===== config.mk =====
export PLATFORM = sky130hd
export DESIGN_NAME = philv_trace_buffer
export DESIGN_NICKNAME = d
export VERILOG_FILES = /design/src/rtl/philv_trace_buffer.sv
export SDC_FILE = /design/constraint.sdc
export NUM_CORES = 2
export LEC_CHECK = 0
export CORE_MARGIN = 2
export CORE_UTILIZATION = 57
export DETAILED_ROUTE_END_ITERATION = 10
export DONT_BUFFER_PORTS = 1
export PLACE_DENSITY = 0.8
export SETUP_SLACK_MARGIN = 0.02
export SYNTH_ARGS = -nofsm -noshare
export SYNTH_HDL_FRONTEND = slang
export SYNTH_SLANG_ARGS = --single-unit

===== constraint.sdc =====
create_clock -name clk -period 5.7 [get_ports clk]
set_input_delay 0.855 -clock clk [delete_from_list [all_inputs] [get_ports clk]]
set_output_delay 0.855 -clock clk [all_outputs]
set_load 0.05 [all_outputs]

===== src/rtl/philv_trace_buffer.sv =====
// Philosophy-V on-chip trace buffer: circular pre-trigger capture,
// programmable post-trigger window, oldest-first valid/ready drain.
module philv_trace_buffer #(
  parameter int N        = 32,
  parameter int CHANNELS = 4,
  parameter int DEPTH    = 16,
  parameter int POST     = 8,
  parameter int TS_W     = 16
) (
  input  logic                            clk,
  input  logic                            rstb,
  input  logic                            arm,
  input  logic                            sample_valid,
  input  logic                            trig_in,
  input  logic [CHANNELS*N-1:0]           ch_data,
  input  logic                            rd_ready,
  output logic                            rd_valid,
  output logic [TS_W+CHANNELS*N-1:0]      rd_data,
  output logic                            rd_last,
  output logic [1:0]                      state,
  output logic [$clog2(DEPTH):0]          count
);

  localparam int AW = $clog2(DEPTH);
  localparam int EW = TS_W + CHANNELS*N;
  localparam logic [AW:0]   FULL   = (AW+1)'(DEPTH);
  localparam logic [AW:0]   ONE_C  = (AW+1)'(1);
  localparam logic [AW-1:0] ONE_P  = AW'(1);
  localparam logic [AW-1:0] POST_L = AW'(POST);

  typedef enum logic [1:0] {
    S_IDLE  = 2'd0,
    S_ARMED = 2'd1,
    S_POST  = 2'd2,
    S_READ  = 2'd3
  } st_t;

  st_t             r_state;
  logic [TS_W-1:0] r_ts;
  logic [AW-1:0]   r_wr_ptr;
  logic [AW-1:0]   r_rd_ptr;
  logic [AW-1:0]   r_post_left;
  logic [AW:0]     r_count;
  logic [EW-1:0]   r_mem [DEPTH];

  logic            w_wr;
  logic [AW-1:0]   w_wr_nxt;
  logic [AW:0]     w_cnt_inc;
  logic [AW-1:0]   w_rd_start;

  assign w_wr = sample_valid &
                ((r_state == S_ARMED) | (r_state == S_POST));
  assign w_wr_nxt  = r_wr_ptr + ONE_P;
  assign w_cnt_inc = (r_count == FULL) ? r_count : r_count + ONE_C;
  // Oldest entry as seen after the final write lands.
  assign w_rd_start = w_wr_nxt - w_cnt_inc[AW-1:0];

  always_ff @(posedge clk or negedge rstb) begin
    if (!rstb) begin
      r_state     <= S_IDLE;
      r_ts        <= '0;
      r_wr_ptr    <= '0;
      r_rd_ptr    <= '0;
      r_post_left <= '0;
      r_count     <= '0;
    end else begin
      r_ts <= r_ts + 1'b1;
      case (r_state)
        S_IDLE: begin
          if (arm) begin
            r_state  <= S_ARMED;
            r_wr_ptr <= '0;
            r_count  <= '0;
          end
        end
        S_ARMED: begin
          if (w_wr) begin
            r_wr_ptr <= w_wr_nxt;
            r_count  <= w_cnt_inc;
            if (trig_in) begin
              if (POST == 0) begin
                r_state  <= S_READ;
                r_rd_ptr <= w_rd_start;
              end else begin
                r_post_left <= POST_L;
                r_state     <= S_POST;
              end
            end
          end
        end
        S_POST: begin
          if (w_wr) begin
            r_wr_ptr    <= w_wr_nxt;
            r_count     <= w_cnt_inc;
            r_post_left <= r_post_left - ONE_P;
            if (r_post_left == ONE_P) begin
              r_state  <= S_READ;
              r_rd_ptr <= w_rd_start;
            end
          end
        end
        S_READ: begin
          if (rd_ready) begin
            r_rd_ptr <= r_rd_ptr + ONE_P;
            r_count  <= r_count - ONE_C;
            if (r_count == ONE_C) begin
              r_state <= S_IDLE;
            end
          end
        end
      endcase
    end
  end

  // Storage is never reset; stale contents are unreachable.
  always_ff @(posedge clk) begin
    if (w_wr) begin
      r_mem[r_wr_ptr] <= {r_ts, ch_data};
    end
  end

  assign rd_valid = (r_state == S_READ);
  assign rd_last  = rd_valid & (r_count == ONE_C);
  assign rd_data  = r_mem[r_rd_ptr];
  assign state    = r_state;
  assign count    = r_count;

endmodule


## Yosys cells after proc, flatten, opt, wreduce, memory -nomap -nowiden

Memories as Yosys holds them, arrays and structs flattened.
Index checks and enable logic that the tools add are counted.

- Register bits after elaboration: 35
- Bits in writable memories: 2304
- Bits of input ports: 134
- Memories kept: 1

Memories:

| memory | depth | bits a word | read ports | clocked after Yosys merged registers in | wr ports | line | source |
|---|---|---|---|---|---|---|---|
| r_mem | 16 | 144 | 1 | 0 | 1 | 44 | `logic [EW-1:0] r_mem [DEPTH];` |

- Add/sub/neg operators: 7
- Equality and inequality tests: 15
- Multiplexer cells: 26
- Bitwise logic cells: 3
- Reductions and logical operators: 11

Operators with widths:

| kind | count |
|---|---|
| $mux W4 | 8 |
| $pmux W4 S2 | 3 |
| $mux W5 | 4 |
| $add A16 B1 Y16 const B | 1 |
| $pmux W5 S3 | 1 |
| $mux W2 | 7 |
| $ne A2 B2 Y1 const B | 6 |
| $reduce_and A4 Y1 | 3 |
| $add A4 B1 Y4 const B | 2 |
| $pmux W2 S4 | 1 |
| $reduce_and A7 Y1 | 1 |
| $ne A2 B1 Y1 const B | 3 |
| $reduce_and A3 Y1 | 2 |
| $reduce_bool A2 Y1 | 3 |
| $add A5 B1 Y5 const B | 1 |
| $eq A5 B1 Y1 const B | 1 |
| $eq A5 B5 Y1 const B | 1 |
| $sub A5 B1 Y5 const B | 1 |
| $eq A2 B2 Y1 const B | 2 |
| $eq A4 B1 Y1 const B | 1 |
| $sub A4 B1 Y4 const B | 1 |
| $sub A4 B4 Y4 | 1 |
| $and A1 B1 Y1 | 2 |
| $eq A2 B1 Y1 const B | 1 |
| other kinds (4) | 5 |

## Logic depth before layout (Yosys ltp)

- Depth after elaboration: 6
- Depth in mapped cells: 10

## Least setup slack after synthesis

OpenSTA, ideal clock, no wires.

- Path kind: register to register
- Start: register r_state[0], in the netlist state[0]
- End: memory r_mem[0][0] (netlist name) (enable)
- Library setup time: 0.520 ns
- Data arrival time: 5.272 ns
- Data required time: 5.180 ns
- Slack: -0.092 ns
- Cell stages (with the launch flop): 8
- Cell sequence: dfrtp_1 -> inv_1 -> ha_1 -> clkbuf_1 -> clkbuf_1 -> nand2_1 -> nor3_1 -> and2_1

- Longest elaborated chain between the ends: 5
- Elaborated cells on any way between the ends: 6

RTL lines:

| element | line | source |
|---|---|---|
| from (decl) | 38 | `st_t r_state;` |
| from (signal assigned) | 60 | `r_state <= S_IDLE;` |
| from (signal assigned) | 71 | `r_state <= S_ARMED;` |
| from (signal assigned) | 82 | `r_state <= S_READ;` |
| $eq A2 B1 Y1 or $eq A2 B2 Y1 (tied branches) | 52 | `((r_state == S_ARMED) \| (r_state == S_POST));` |
| $or A1 B1 Y1 (*) | 52 |  |
| $and A1 B1 Y1 (*) | 51 | `assign w_wr = sample_valid &` |
| $mux W1 (*) | 117 | `if (w_wr) begin` |
| $mux W1 (implied by the code) (*) | 118 | `r_mem[r_wr_ptr] <= {r_ts, ch_data};` |
| to (decl) | 44 |  |

Mark *: on every way between the ends. The rest lies on a longest branch, timed or not.

## Final worst setup path

- Start: register r_rd_ptr[1]
- End: output port rd_data[41]

- Longest elaborated chain between the ends: 1

RTL lines:

| element | line | source |
|---|---|---|
| from (decl) | 41 | `logic [AW-1:0] r_rd_ptr;` |
| from (signal assigned) | 83 | `r_rd_ptr <= w_rd_start;` |
| from (signal assigned) | 98 | `r_rd_ptr <= w_rd_start;` |
| from (signal assigned) | 104 | `r_rd_ptr <= r_rd_ptr + ONE_P;` |
| $mem_v2 Z16 W144 | n/a |  |
| to (decl) | 18 | `output logic [TS_W+CHANNELS*N-1:0] rd_data,` |

No other way between the ends.

==> out/qor.yml <==
run_status:
  status: "completed"
die:
  die_h_um: 402
  die-area_mm2: 0.162
  die_w_um: 402
  core_mm2: 0.158
  io_pins: 287
  start_util_pct: 57.2
  rows: 146
clock_network:
  cts_buffers: 220
  cts-root-buf: "clkbuf_16"
  clock_latency_ns: 0.87
  cts_tree: "done"
  clock_path_buffers: 3
  htreeDepth: 4
  clk_pin_slew_worst_paths_ns: 0.06
  post-cts-setup-buffer-count: 0
  cts.sinks: 2339
setup_path:
  crit_path_top_delay_cell: "buf_4"
  cp-end-kind: "output port"
  cp_max_fo: 42
  reg2reg_slack_ns: 1.81
  crit_required_ns: 4.85
  critical_path.top_delay_family: "buffers and inverters"
  cpMostUsedCell: "buf_4"
  cp_data_arrival_time_ns: 4.08
  path_buf_inv: 2
  slowest_delay_ns: 0.68
  cp_cell_sequence: "buf_4 -> buf_4 -> mux4_2 -> a22oi_1 -> nand2_1"
  path_class: "reg2out"
  setup.worst_path.start_class: "flop"
sta:
  setup_viol: 0
  period_needed_ns: 4.94
  maxSlewViolCount: 0
  max_slew_margin_pct: 22.2
  post-route-period-util_pct: 86.6
  rsz0062_at_grt: "no"
  worst_pin_slew_ns: 1.17
  clock.fmax_mhz: 203
  tns_ns: 0
  hold_viol_final: 0
  fin_skew_ns: 0.0630
yosys:
  yosysWarnings: 0
  synth.avg_cell_area_um2: 20.0
  ys_types: 47
  synth_nets: 4668
  ys_async_sr_fraction_pct: 1.50
  ys_seq_elements: 2339
  synth_edf_count: 2304
  ys.flop_type: "edfxtp_1"
  synth_area_mm2: 0.0903
  synthCells: 4514
  ys_seq_area_share_pct: 77.6
power_and_ir_drop:
  p_total_w: 0.0527
  p_switching_w: 0.0194
  ir_worst_vdd_v: 0.000439
  power_frac_seq_pct: 38.9
  p_int_w: 0.0333
  clockPowerShare_pct: 27.6
  power_density_mw_per_mm2: 523
  power_frac_comb_pct: 33.5
  leakagePower_nw: 33.0
  p_sw_share_pct: 36.8
route:
  vias: 45000
  drt_pass1_iterations: 7
  ant_nets: 0
  drc_errors: 0
  wl_um: 209000
  drt_iter0_drc: 5177
  wire_per_inst_um: 30.3
  post_drt_via_cell_ratio: 6.54
worst_hold_path:
  hold_class: "in2reg"
global_route:
  gr-total-overflow: 0
  grt_start_max_net_pins: 130
  grt_antenna_before_repair: 1
  grt_pass1_vias: 46900
  grt_use_total_pct: 25.8
  grt_pass1_wl_um: 307000
job:
  max_cap_viol_count: 0
cells_and_area:
  fin_nets: 4781
  syn2layout_area_growth_pct: 11.6
  drive_gt1_share_pct: 19.0
  antenna_cells: 0
placement:
  gp_congestion: 0.776
  hpwl_um: 105000
  io_buffer_count: 0
synth_stat cells, types with 6 or more instances:
library cell / instances / area [um2]
nand2_1: 162 / 608
xor2_1: 6 / 52.6
nand3_1: 17 / 85.1
mux2i_1: 435 / 4350
inv_1: 16 / 60.1
a22oi_1: 143 / 1070
buf_1: 7 / 26.3
buf_4: 34 / 255
o21ai_1: 11 / 55.1
clkbuf_1: 112 / 420
buf_2: 88 / 440
buf_6: 8 / 90.1
edfxtp_1: 2304 / 69200
a221oi_2: 20 / 300
mux4_2: 291 / 6550
o21ai_0: 287 / 1440
nor2_1: 9 / 33.8
ha_1: 19 / 238
a21oi_1: 159 / 796
xnor2_1: 16 / 140
and2_1: 17 / 106
mux2_2: 144 / 1620
dfrtp_1: 35 / 876
a221oi_1: 123 / 1080
power by group through the flow:
stage               combinational (W)  sequential (W)  clock (W)
global placement               0.0173          0.0208          0
finish                         0.0177          0.0205     0.0145
detailed placement             0.0175          0.0208          0
global route                   0.0186          0.0205     0.0153
floorplan                      0.0136          0.0205          0
CTS                            0.0177          0.0205     0.0147
area by class of cell:
class                   count  area [um2]
clock buffers             273        5770
clock inverters           134        1430
fillers                 10100       57100
inverters                  16        60.1
multi-input cells        1910       19000
flip-flops and latches   2339       70100
well taps                2072        2590
repair buffers            140        1800
final timing paths:
path	from	endpoint	cells after the start
worst max register to register	state[0]$_DFFE_PN0P_	r_mem[6][48]$_DFFE_PP_	6
min in group asynchronous	rstb	state[0]$_DFFE_PN0P_	2
worst max-delay path	r_rd_ptr[1]$_DFFE_PN0P_	rd_data[41]	5
worst min-delay path	ch_data[51]	r_mem[11][51]$_DFFE_PP_	0
worst min register to register	r_post_left[1]$_DFFE_PN0P_	r_post_left[1]$_DFFE_PN0P_	2
max in group asynchronous	rstb	r_rd_ptr[0]$_DFFE_PN0P_	2
layout by cell type, fill, tap and decap left out, types with 3 or more instances in the layout:
cell	count
buf_4	62
mux2i_1	435
dfrtp_4	4
inv_16	3
ha_1	19
xor2_1	6
a21o_1	3
inv_6	3
nor2_1	9
a21oi_1	159
buf_12	55
clkbuf_1	49
clkinv_1	40
bufinv_16	20
nand3_1	17
a22oi_1	143
and2_4	17
a22o_1	4
nand2_1	161
nand2b_1	4
mux4_2	291
a221oi_2	20
clkinvlp_4	7
mux2_2	144
dfrtp_1	31
nand4_1	3
clkinv_16	8
o21ai_1	11
xnor2_1	16
and3_1	4
clkinv_4	5
nor3_1	4
edfxtp_1	2304
o21ai_0	287
o22ai_1	4
clkbuf_16	222
dlygate4sd3_1	23
inv_1	16
clkinv_2	46
a221oi_1	123
through the flow:
step	setup slack (ns)	std cells	utilization [%]	hold WS, ns	instance area, um2
after floorplan	1.51	4514	-	0.473	90300
after global placement	1.76	6453	59.1	0.500	93300
after detailed placement	1.69	6453	59.1	0.507	93300
after global routing	0.640	6884	63.8	0.0272	101000
final	0.765	6884	63.8	0.0755	101000
after CTS	0.738	6884	63.8	0.00000921	101000
flip-flops by register name, indices dropped and copies added (netlist names):
| name | count |
|---|---|
| r_mem | 2304 |
| r_ts | 16 |
| count | 5 |
| r_post_left | 4 |
| r_rd_ptr | 4 |
| r_wr_ptr | 4 |
| state | 2 |
timing repair:
item	CTS	global route
hold buffers	24	0
resized for setup	0	0
endpoints found under the hold margin	97	0
per-layer routing:
metal  vias up  part of all wire (%)  routed length, um  track usage (%)
met5         -                     0                  0                0
met2      2141                    51             106000             43.5
met3       424                   8.9              18600             6.31
met4         0                   3.0               6220             8.64
li1      18900                     -                  -                -
met1     23500                    37              78100             33.1
cells by family after synthesis:
kind of cell / share of synthesized area [%]
buffers and inverters: 1.43
xor gates and xnor gates: 0.213
DFF: 77.6
and+or+nand+nor: 1.11
muxes: 13.9
adders and majority gates: 0.286
AOI/OAI and AO/OA: 5.47
No activity file was read; power rests on OpenSTA's default activity.
